$ cat src/rtl/fc_pkg.sv
// Shared types, default widths and the saturation helper for the fully connected layer.
package fc_pkg;

  localparam int unsigned FC_FLATTENED_LENGTH = 432;
  localparam int unsigned FC_DATA_WIDTH       = 8;
  localparam int unsigned FC_ACC_WIDTH        = 32;
  localparam int unsigned SAT_WIDTH           = 64;

  typedef enum logic [1:0] {
    IDLE   = 2'd0,
    FETCH  = 2'd1,
    DRAIN  = 2'd2,
    FINISH = 2'd3
  } fc_state_e;

  // Clamp a wide signed value into the signed range of a w-bit result.
  function automatic logic signed [SAT_WIDTH-1:0] saturate(
    input logic signed [SAT_WIDTH-1:0] x,
    input int unsigned                 w
  );
    logic signed [SAT_WIDTH-1:0] hi;
    logic signed [SAT_WIDTH-1:0] lo;
    hi = (64'sd1 <<< (w - 1)) - 64'sd1;
    lo = -(64'sd1 <<< (w - 1));
    if (x > hi) begin
      return hi;
    end else if (x < lo) begin
      return lo;
    end
    return x;
  endfunction

endpackage

$ cat src/rtl/fc_mac_unit.sv
// Registered signed multiply-accumulate with a bias-add and saturating result register.
module fc_mac_unit
  import fc_pkg::*;
#(
  parameter int unsigned DATA_WIDTH = FC_DATA_WIDTH,
  parameter int unsigned ACC_WIDTH  = FC_ACC_WIDTH
) (
  input  logic                         clk,
  input  logic                         reset_n,
  input  logic                         clear,
  input  logic                         en,
  input  logic                         load,
  input  logic signed [DATA_WIDTH-1:0] feature,
  input  logic signed [DATA_WIDTH-1:0] weight,
  input  logic signed [DATA_WIDTH-1:0] bias,
  output logic signed [DATA_WIDTH-1:0] result
);

  logic signed [ACC_WIDTH-1:0]    acc_q;
  logic signed [ACC_WIDTH-1:0]    acc_sum;
  logic signed [2*DATA_WIDTH-1:0] prod;
  logic signed [SAT_WIDTH-1:0]    biased;

  assign prod = feature * weight;

  // The result is loaded from the same sum that closes the accumulation, so the
  // last product and the bias land in one cycle.
  always_comb begin
    acc_sum = acc_q;
    if (en) begin
      acc_sum = acc_q + ACC_WIDTH'(prod);
    end
    biased = SAT_WIDTH'(acc_sum) + SAT_WIDTH'(bias);
  end

  always_ff @(posedge clk or negedge reset_n) begin
    if (!reset_n) begin
      acc_q  <= '0;
      result <= '0;
    end else begin
      if (clear) begin
        acc_q <= '0;
      end else begin
        acc_q <= acc_sum;
      end
      if (load) begin
        result <= DATA_WIDTH'(saturate(biased, DATA_WIDTH));
      end
    end
  end

endmodule

$ cat src/rtl/fullyconnected_controller.sv
// One-MAC-per-cycle scheduler for the final fully connected layer: walks the
// feature/weight buffers by address, accumulates, adds bias and saturates.
module fullyconnected_controller
  import fc_pkg::*;
#(
  parameter int unsigned FLATTENED_LENGTH          = FC_FLATTENED_LENGTH,
  parameter int unsigned DATA_WIDTH                = FC_DATA_WIDTH,
  parameter int unsigned FULLYCONNECTED_DATA_WIDTH = FC_ACC_WIDTH,
  parameter int unsigned ADDR_WIDTH =
    (FLATTENED_LENGTH > 1) ? $clog2(FLATTENED_LENGTH) : 1
) (
  input  logic                         clk,
  input  logic                         reset_n,
  input  logic                         fullyconnect_start,
  output logic                         fullyconnect_busy,
  output logic                         fullyconnect_done,
  output logic                         rd_en,
  output logic [ADDR_WIDTH-1:0]        rd_addr,
  input  logic signed [DATA_WIDTH-1:0] feature_data,
  input  logic signed [DATA_WIDTH-1:0] weight_data,
  input  logic signed [DATA_WIDTH-1:0] bias,
  output logic signed [DATA_WIDTH-1:0] fullyconnected_output
);

  localparam logic [ADDR_WIDTH-1:0] LAST_ADDR = ADDR_WIDTH'(FLATTENED_LENGTH - 1);

  fc_state_e             state_q;
  fc_state_e             state_d;
  logic                  busy_d;
  logic                  done_d;
  logic                  rd_en_d;
  logic [ADDR_WIDTH-1:0] addr_d;
  logic                  mac_clear_c;
  logic                  mac_load_c;
  logic                  data_valid_q;

  always_ff @(posedge clk or negedge reset_n) begin
    if (!reset_n) begin
      state_q <= IDLE;
    end else begin
      state_q <= state_d;
    end
  end

  always_comb begin
    state_d = state_q;
    case (state_q)
      IDLE:    if (fullyconnect_start) state_d = FETCH;
      FETCH:   if (rd_addr == LAST_ADDR) state_d = DRAIN;
      DRAIN:   state_d = FINISH;
      FINISH:  state_d = IDLE;
      default: state_d = IDLE;
    endcase
  end

  // Registered outputs are computed from the next state so they line up with it.
  always_comb begin
    busy_d      = (state_d != IDLE);
    done_d      = (state_d == FINISH);
    rd_en_d     = (state_d == FETCH);
    addr_d      = rd_addr;
    mac_clear_c = 1'b0;
    mac_load_c  = 1'b0;
    case (state_q)
      IDLE: begin
        if (fullyconnect_start) begin
          mac_clear_c = 1'b1;
          addr_d      = '0;
        end
      end
      FETCH: begin
        if (rd_addr != LAST_ADDR) begin
          addr_d = rd_addr + ADDR_WIDTH'(1);
        end
      end
      DRAIN:   mac_load_c = 1'b1;
      default: ;
    endcase
  end

  // Read data is valid one cycle after the strobe.
  always_ff @(posedge clk or negedge reset_n) begin
    if (!reset_n) begin
      fullyconnect_busy <= 1'b0;
      fullyconnect_done <= 1'b0;
      rd_en             <= 1'b0;
      rd_addr           <= '0;
      data_valid_q      <= 1'b0;
    end else begin
      fullyconnect_busy <= busy_d;
      fullyconnect_done <= done_d;
      rd_en             <= rd_en_d;
      rd_addr           <= addr_d;
      data_valid_q      <= rd_en;
    end
  end

  fc_mac_unit #(
    .DATA_WIDTH (DATA_WIDTH),
    .ACC_WIDTH  (FULLYCONNECTED_DATA_WIDTH)
  ) u_mac (
    .clk     (clk),
    .reset_n (reset_n),
    .clear   (mac_clear_c),
    .en      (data_valid_q),
    .load    (mac_load_c),
    .feature (feature_data),
    .weight  (weight_data),
    .bias    (bias),
    .result  (fullyconnected_output)
  );

endmodule
$ cat config.mk
export PLATFORM = sky130hd
export DESIGN_NAME = fullyconnected_controller
export DESIGN_NICKNAME = d
export VERILOG_FILES = /design/src/rtl/fc_pkg.sv /design/src/rtl/fc_mac_unit.sv /design/src/rtl/fullyconnected_controller.sv
export SDC_FILE = /design/constraint.sdc
export NUM_CORES = 1
export LEC_CHECK = 0
export BUFFER_PORTS_ARGS = -buffer_cell sky130_fd_sc_hd__buf_2
export CAP_MARGIN = 20
export CORE_MARGIN = 2
export CORE_UTILIZATION = 58
export CTS_CLUSTER_SIZE = 40
export DETAILED_ROUTE_END_ITERATION = 10
export HOLD_SLACK_MARGIN = 0.12
export PLACE_DENSITY = 0.87
export SYNTH_ARGS = -nofsm -noshare
export SYNTH_HDL_FRONTEND = slang
export SYNTH_HIERARCHICAL = 1
export SYNTH_SLANG_ARGS = --single-unit
$ cat constraint.sdc
create_clock -name clk -period 8.3 [get_ports clk]
set_clock_uncertainty 0.2 [all_clocks]
set_input_delay 0.415 -clock clk [delete_from_list [all_inputs] [get_ports clk]]
set_output_delay 0.415 -clock clk [all_outputs]
set_load 0.1 [all_outputs]
## After elaboration in Yosys (flattened, before gate mapping)

Cells that the tools add are included.

- Bits in registers: 55
- Logic and storage cells: 44

- $lt $le $gt $ge: 2
- Reduce and logical (&&, ||, !) cells: 4
- Multipliers: 1
- Add/sub/neg operators: 3
- Multiplexer cells: 17
- Eq/ne operators: 9

Operators with widths:

| cell | count |
|---|---|
| $mux 32 | 2 |
| $add 32x8->33 | 1 |
| $gt 33x8->1 const B | 1 |
| $lt 33x8->1 const B | 1 |
| $add 32x16->32 | 1 |
| $mux 8 | 3 |
| $mux 9 | 2 |
| $pmux 9 s2 | 1 |
| $mul 8x8->16 | 1 |
| $add 9x1->9 const B | 1 |
| $eq 9x9->1 const B | 1 |
| $ne 9x9->1 const B | 1 |
| $pmux 2 s4 | 1 |
| $eq 2x2->1 const B | 3 |
| $mux 1 | 6 |
| $eq 2x1->1 const B | 2 |
| $mux 2 | 2 |
| $ne 2x2->1 const B | 2 |
| $reduce_bool 2->1 | 2 |
| $reduce_and 3->1 | 1 |
| $logic_not 2->1 | 1 |

## Logic depth before layout (Yosys ltp)

Gate-level depths: netlist of run 1.

- Depth in word-level cells: 9
- Mapped depth: 33
- Mapped depth without buffers: 32

## Modules after synthesis

The synthesis of run 1 kept the hierarchy.

By module, submodules not included:

| module | cells each | area an instance (µm²) | times used |
|---|---|---|---|
| fc_mac_unit | 981 | 9058.7 | 1 |
| fullyconnected_controller | 69 | 742.0 | 1 |

## Worst setup path before layout of run 1

No wires, ideal clock.

- Path type: input port to flip-flop
- Start point: input port feature_data[7]
- End point: register u_mac.result[2]
- Cell stages on the path: 29
- Setup slack: -0.706 ns
- Arrival time: 8.711 ns
- Setup time: 0.096 ns
- Buffers on the path: 1
- Path through: and2_1 fa_1 fa_1 fa_1 fa_1 ha_1 ha_1 a21o_1 a21o_1 a21o_1 a2111o_1 a31o_2 a21oi_1 o21ai_0 nand3b_1 o21ai_0 or3_1 ha_1 clkbuf_1 nand2_1 nor3_1 nand2_1 a211oi_1 or3_1 o311ai_0 or4_1 nor4_2 a41oi_2 o32ai_2

- Word-level cells in the longest chain between the ends: 9
- Elaborated cells between the ends (all ways): 11
- Classes of those cells: 2 x add/sub; 1 x mul; 2 x order compare; 6 x mux

RTL lines:

| element | line | source |
|---|---|---|
| from (decl) | fullyconnected_controller.sv:19 | `input logic signed [DATA_WIDTH-1:0] feature_data,` |
| $mul 8x8->16 * | fc_mac_unit.sv:24 | `assign prod = feature * weight;` |
| $add 32x16->32 * | fc_mac_unit.sv:31 | `acc_sum = acc_q + ACC_WIDTH'(prod);` |
| $mux 32 * | fc_mac_unit.sv:30 | `if (en) begin` |
| $add 32x8->33 * | fc_mac_unit.sv:33 | `biased = SAT_WIDTH'(acc_sum) + SAT_WIDTH'(bias);` |
| $lt 33x8->1 | fc_pkg.sv:27 | `end else if (x < lo) begin` |
| $mux 1 | fc_pkg.sv:27 |  |
| $mux 1 | fc_pkg.sv:25 | `if (x > hi) begin` |
| $mux 1 | fc_mac_unit.sv:46 | `if (load) begin` |
| $mux 8 * | fc_pkg.sv:30 | `return x;` |
| to (signal assigned) | fc_mac_unit.sv:47 | `result <= DATA_WIDTH'(saturate(biased, DATA_WIDTH));` |
| to (decl) | fc_mac_unit.sv:16 | `output logic signed [DATA_WIDTH-1:0] result` |

Mark *: on every way between the ends. The rest lies on a longest branch, timed or not. The select of a mux whose other input is x is not followed.
A chain may end at the register's enable or synchronous reset.

## Worst setup path in the final report of run 1

- Start point: input port weight_data[1]
- End point: register u_mac.result[4]

- Word-level cells in the longest chain between the ends: 9
- Elaborated cells between the ends (all ways): 11
- Classes of those cells: 2 x add/sub; 1 x mul; 2 x order compare; 6 x mux

RTL lines:

| element | line | source |
|---|---|---|
| from (decl) | fullyconnected_controller.sv:20 | `input logic signed [DATA_WIDTH-1:0] weight_data,` |
| $mul 8x8->16 * | fc_mac_unit.sv:24 |  |
| $add 32x16->32 * | fc_mac_unit.sv:31 |  |
| $mux 32 * | fc_mac_unit.sv:30 |  |
| $add 32x8->33 * | fc_mac_unit.sv:33 |  |
| $lt 33x8->1 | fc_pkg.sv:27 |  |
| $mux 1 | fc_pkg.sv:27 |  |
| $mux 1 | fc_pkg.sv:25 |  |
| $mux 1 | fc_mac_unit.sv:46 |  |
| $mux 8 * | fc_pkg.sv:30 |  |

Marked as above.

==> results of run 1 <==
==> cell usage in the layout (no fill, tap or decap), drive strengths merged, types with 5 or more instances in the layout <==
cell / count
nor4: 7
inv: 134
nand4: 13
and3: 7
nor3: 17
o211ai: 9
fa: 137
nand2: 96
nor2: 45
a31oi: 5
and2: 58
o21bai: 7
a31o: 5
a211oi: 13
o21a: 6
o21ai: 42
nand2b: 14
o22ai: 7
mux2: 21
or2: 6
a21oi: 70
xor2: 6
mux2i: 8
clkbuf: 6
ha: 104
xnor2: 43
dfrtp: 55
a21o: 24
nor2b: 12
nand3: 8
buf: 171
==> critical path, delay by kind of cell <==
kind / cells / cell delay (ns)
adders and majority gates: 7 / 2.89
and+or+nand+nor: 9 / 2.16
AOI/OAI and AO/OA: 9 / 1.61
buffers and inverters: 7 / 0.88
muxes: 1 / 0.20
==> cell usage after synthesis, drive strengths merged (6+ instances only) <==
library cell    n  area share
or2             6      0.0038
mux2i           8      0.0082
nand2b         14      0.0089
o211ai          9      0.0074
ha            104        0.13
buf             6      0.0037
xnor2          43       0.038
a21oi          70       0.037
nand4          13      0.0083
a211oi         13       0.010
and2           58       0.037
o22ai           7      0.0045
mux2           21       0.024
nand3           8      0.0041
and3            7      0.0045
nand2          96       0.037
nor3           17      0.0087
nor2b          12      0.0077
nor4            7      0.0051
o21a            6      0.0046
clkbuf         13      0.0051
inv           135       0.052
fa            137        0.28
nor2           45       0.017
o21ai          42       0.021
o21bai          7      0.0054
xor2            6      0.0054
dfrtp          55        0.14
a21o           24       0.018
==> final cells by class <==
class | instances | area [µm²]
clock inverters | 3 | 25.0
clock buffers | 5 | 125
flip-flops and latches | 55 | 1380
well taps | 220 | 275
multi-input cells | 840 | 8360
repair buffers | 173 | 1230
inverters | 136 | 518
fillers | 1106 | 4620
==> per-layer routing <==
metal,global-route usage,part of all wire
met1,0.349,0.39
met2,0.509,0.53
met3,0.0223,0.042
met4,0.0615,0.033
met5,0,0
==> logic make-up after synthesis <==
kind of cell    synth area share
xor+xnor                  0.0438
compound gates             0.151
mux                       0.0323
simple gates               0.159
buf+inv                   0.0609
flops                      0.140
fa+ha+maj                  0.413
==> worst max path at each step <==
stage	to	slack [ns]	depth (start not counted)
final	u_mac/result[4]	0.12	33
after detailed placement	u_mac/result[2]	-0.33	33
after global placement	u_mac/result[2]	-0.14	31
after global routing	u_mac/result[4]	-0.12	32
after CTS	u_mac/result[1]	0.002	31
after floorplan	u_mac/result[0]	0.02	30
==> sequential cells by signal, summed over array words and instances, names as in the netlist <==
name               cells
data_valid_q           1
fullyconnect_busy      1
fullyconnect_done      1
rd_addr                9
rd_en                  1
state_q                2
u_mac/acc_q           32
u_mac/result           8
==> repair_timing <==
action	4_1_cts	5_1_grt
endpoints found under the hold margin	55	0
resized for setup	5	105
hold buffers	1	0
pin swaps	4	76
endpoints found under the setup margin	7	7
buffers inserted	2	10
==> stage by stage <==
step           cells  utilization  worst slack [ns]  TNS [ns]
2_1_floorplan   1050            -            0.0171         0
3_3_place_gp    1411        0.672            -0.139    -0.744
3_5_place_dp    1411        0.672            -0.335     -2.17
4_1_cts         1422        0.684           0.00165         0
5_1_grt         1432        0.721            -0.122    -0.718
6_report        1432        0.721             0.117         0
==> run metrics, run 1 <==
GRT Residual Overflow=0; Worst EP arrival=8.19 ns; diode count=0; WHS Path Cells=0; WL final=25400 µm; die area=18000 µm²; Nets=1479; Initial Utilization=0.593; height of the die=134 µm; Hold Crit Start=rd_en; drt initial violations=593; FF-to-FF setup slack=0.17 ns; Finished Cell Area=11900 µm²; Worst Setup SP=weight_data[1]; root buffer cell=clkbuf_16; first-pass GRT wire length=40600 µm; initial antenna violation count=0; minimum clock period after layout=8.18 ns; Final Hold Vio Count=0; DR WL/cell=17.8 µm; vias in the first global route=8728; DRT antenna net count=0; largest net degree at the start of global routing=56; worst slew pin tran=0.782 ns; Slew Viols, Final=0; FF-to-FF End=u_mac/result[4]; ys async rst share=1.00; CP Max Fanout=9; main flop type after synthesis=dfrtp_1; Warnings, synthesis=6; number of synthesized flops with an enable pin=0; crit share post-route=0.986; worst skew pair latency=0.29 ns; via count=8525; Hold EP=data_valid_q; port bufs=46; die width=134 µm; Total GRT Usage=0.274; drt pass-1 iters=6; Via density=5.95; Worst Setup End Kind=flop; mapped cell area=9800 µm²; register bit total from synthesis=55; WP data required=8.31 ns; IO Count=47; status=finished, final reports clean; r2r worst-path depth=31; Core ar.=16500 µm²; Post-DP HPWL=19300 µm; area growth from synthesis to layout=21.5%; Worst setup SP type=primary input; crit path max-delay cell type=or4_4; worst min-delay path category=flop to flop; fraction of layout cells with a size suffix above 1=0.257; CTS Sinks=55; worst rel slew slack=0.479; sequential share of the synthesized area=0.140; TritonCTS buffer count=5; Hold Slack=0.186 ns; htree depth=2; Max Cap Viol=0; dpl cell area=11100 µm²; launch point of the worst reg-to-reg path=u_mac/acc_q[6]; slowest stage delay, CP=0.52 ns; Final GP Congestion=0.929; Max clock buf depth=2; Synthesized Nets=1318; Synth cell types=77; FP Rows=47; f_max=122 MHz; crit-path most repeated cell=fa_1; critical path class=primary input to flop; Residual DRC=0; Reg clk slew, reported paths=0.08 ns; CTS tree=done; Final Setup Violations=0; Syn Inst Count=1050; Post-Syn Area per Cell=9.33 µm²
Power of run 1 is not shown: default switching activity piles up to over one toggle a cycle in this logic, so the estimate is an artifact.
==> inputs of run 2 (changes only) <==
- RECOVER_POWER: unset -> 100
==> run metrics, run 2 (same netlist as run 1, synthesis figures left out) <==
status=complete, but fails checks; launch point of the worst reg-to-reg path=u_mac/acc_q[6]; Core ar.=16500 µm² (unchanged); worst skew pair latency=0.29 ns (about the same); crit share post-route=0.987 (+0.00129); initial antenna violation count=0 (unchanged); commonest non-fill, non-tap cell in the layout=fa_1; worst min-delay path category=flop to flop; Slew Viols, Final=56 (+56); die area=18000 µm² (unchanged); height of the die=134 µm (unchanged); slowest stage delay, CP=0.52 ns (about the same); Max Cap Viol=1 (+1); Hold Slack=0.188 ns (+0.00230 ns); minimum clock period after layout=8.19 ns (+0.0107 ns); drt initial violations=627 (+5.7%); critical path class=primary input to flop; Largest delay share family, worst path=adder cells; GRT Residual Overflow=0 (unchanged); Final GP Congestion=0.929 (unchanged); Post-DP HPWL=19300 µm (unchanged); fraction of layout cells with a size suffix above 1=0.235 (-0.0223); CTS tree=done; Final Hold Vio Count=0 (unchanged); area growth from synthesis to layout=21.0%; WP data required=8.31 ns (about the same); commonest cells after routing, fill and taps aside=fa_1, inv_1, buf_4; Initial Utilization=0.593 (unchanged); IO Count=47 (unchanged); register area=1380 µm² (unchanged); Top Registers=u_mac/acc_q: 32 flops, rd_addr: 9 flops, u_mac/result: 8 flops; r2r worst-path depth=31 (unchanged); Worst setup SP type=primary input; WL final=25500 µm (+0.13%); DR WL/cell=17.8 µm (+0.13%); Largest Register=u_mac/acc_q; CP Buf/Inv Count=7 (unchanged); worst rel slew slack=-0.987 (-1.47); Residual DRC=0 (unchanged); htree depth=2 (unchanged); failing checks=max-capacitance violations, max-slew violations; Nets=1479 (unchanged); die width=134 µm (unchanged); f_max=122 MHz (-0.13%); crit path max-delay cell type=or4_4; Total GRT Usage=0.274 (unchanged); Filler cells=1126 (+1.8%); Final Setup Violations=0 (unchanged); via count=8510 (-0.18%); diode count=0 (unchanged); FP Rows=47 (unchanged); root buffer cell=clkbuf_16; largest net degree at the start of global routing=56 (unchanged); Worst EP arrival=8.20 ns (about the same); WHS Path Cells=0 (unchanged); TritonCTS buffer count=5 (unchanged); FF-to-FF setup slack=0.17 ns (about the same); Via density=5.94 (-0.18%); Hold EP=data_valid_q; DRT antenna net count=0 (unchanged); multi-input logic area=8340 µm² (-0.19%); worst slew pin tran=2.98 ns (+2.20 ns); CP Max Fanout=9 (unchanged); FF-to-FF End=u_mac/result[4]; crit-path most repeated cell=fa_1; CTS Sinks=55 (unchanged); port bufs=46 (unchanged); Max clock buf depth=2 (unchanged); max FFs per register=32 (unchanged); Reg clk slew, reported paths=0.08 ns (about the same); vias in the first global route=8728 (unchanged); Worst Setup End Kind=flop; first-pass GRT wire length=40600 µm (unchanged); drt pass-1 iters=5 (-1); Hold Crit Start=rd_en
-- run 2: changes by cell type in the layout (fill, tap and decap cells not counted), moves of 2 or more --
| cell | before | now |
|---|---|---|
| a21oi_2 | 13 | 11 |
| clkbuf_1 | 0 | 22 |
| buf_4 | 117 | 115 |
| a21oi_1 | 54 | 56 |
| and2_0 | 0 | 5 |
| and2_1 | 55 | 50 |
| buf_2 | 44 | 24 |
-- run 2: per-stage QoR --
stage               setup TNS, ns  std cells  instance area [µm²]  worst slack, ns  utilization
floorplan                       0       1050                 9820           0.0171            -
global placement           -0.744       1411                11100           -0.139        0.672
detailed placement          -2.17       1411                11100           -0.335        0.672
CTS                             0       1422                11300          0.00165        0.684
global route               -0.714       1432                11900           -0.124        0.718
finish                          0       1432                11900            0.107        0.718
-- run 2: worst register-to-register path, delay by kind of cell (launching register included) --
kind / cells / cell delay (ns)
buffers and inverters: 4 / 0.46
AOI/OAI and AO/OA: 12 / 2.19
muxes: 1 / 0.21
and+or+nand+nor: 7 / 1.66
adders and majority gates: 7 / 2.92
DFF: 1 / 0.41
-- run 2: routing by layer --
layer  vias to the layer above  GRT usage  part of all wire
met5                         -          0                 0
met4                         0     0.0615             0.032
met3                        90     0.0223             0.039
met2                       319      0.509              0.54
met1                      4215      0.349              0.39
li1                       3886          -                 -
-- run 2: repair_timing --
item | CTS | global route
setup buffers | 2 | 10
cloned | 0 | 0
pin swaps | 4 | 76
setup endpoints to repair | 7 | 7
gates resized for setup | 5 | 105
hold buffers | 1 | 0
endpoints found under the hold margin | 55 | 0
-- run 2: layout make-up --
type / instances / area share
multi-input combinational: 840 / 0.703
clock inverter: 3 / 0.00211
clock buffer: 5 / 0.0106
inverter: 136 / 0.0437
sequential: 55 / 0.116
timing repair buffer: 173 / 0.101
tap: 220 / 0.0232
-- run 2: how the worst max path moves through the flow --
stage / start / to / slack [ns] / cells past startpoint
floorplan: feature_data[7] / u_mac/result[0] / 0.02 / 30
global placement: feature_data[7] / u_mac/result[2] / -0.14 / 31
detailed placement: feature_data[3] / u_mac/result[2] / -0.33 / 33
CTS: feature_data[7] / u_mac/result[1] / 0.002 / 31
global route: feature_data[6] / u_mac/result[4] / -0.12 / 32
finish: weight_data[1] / u_mac/result[4] / 0.11 / 33
Power of run 2 is left out for the same reason.
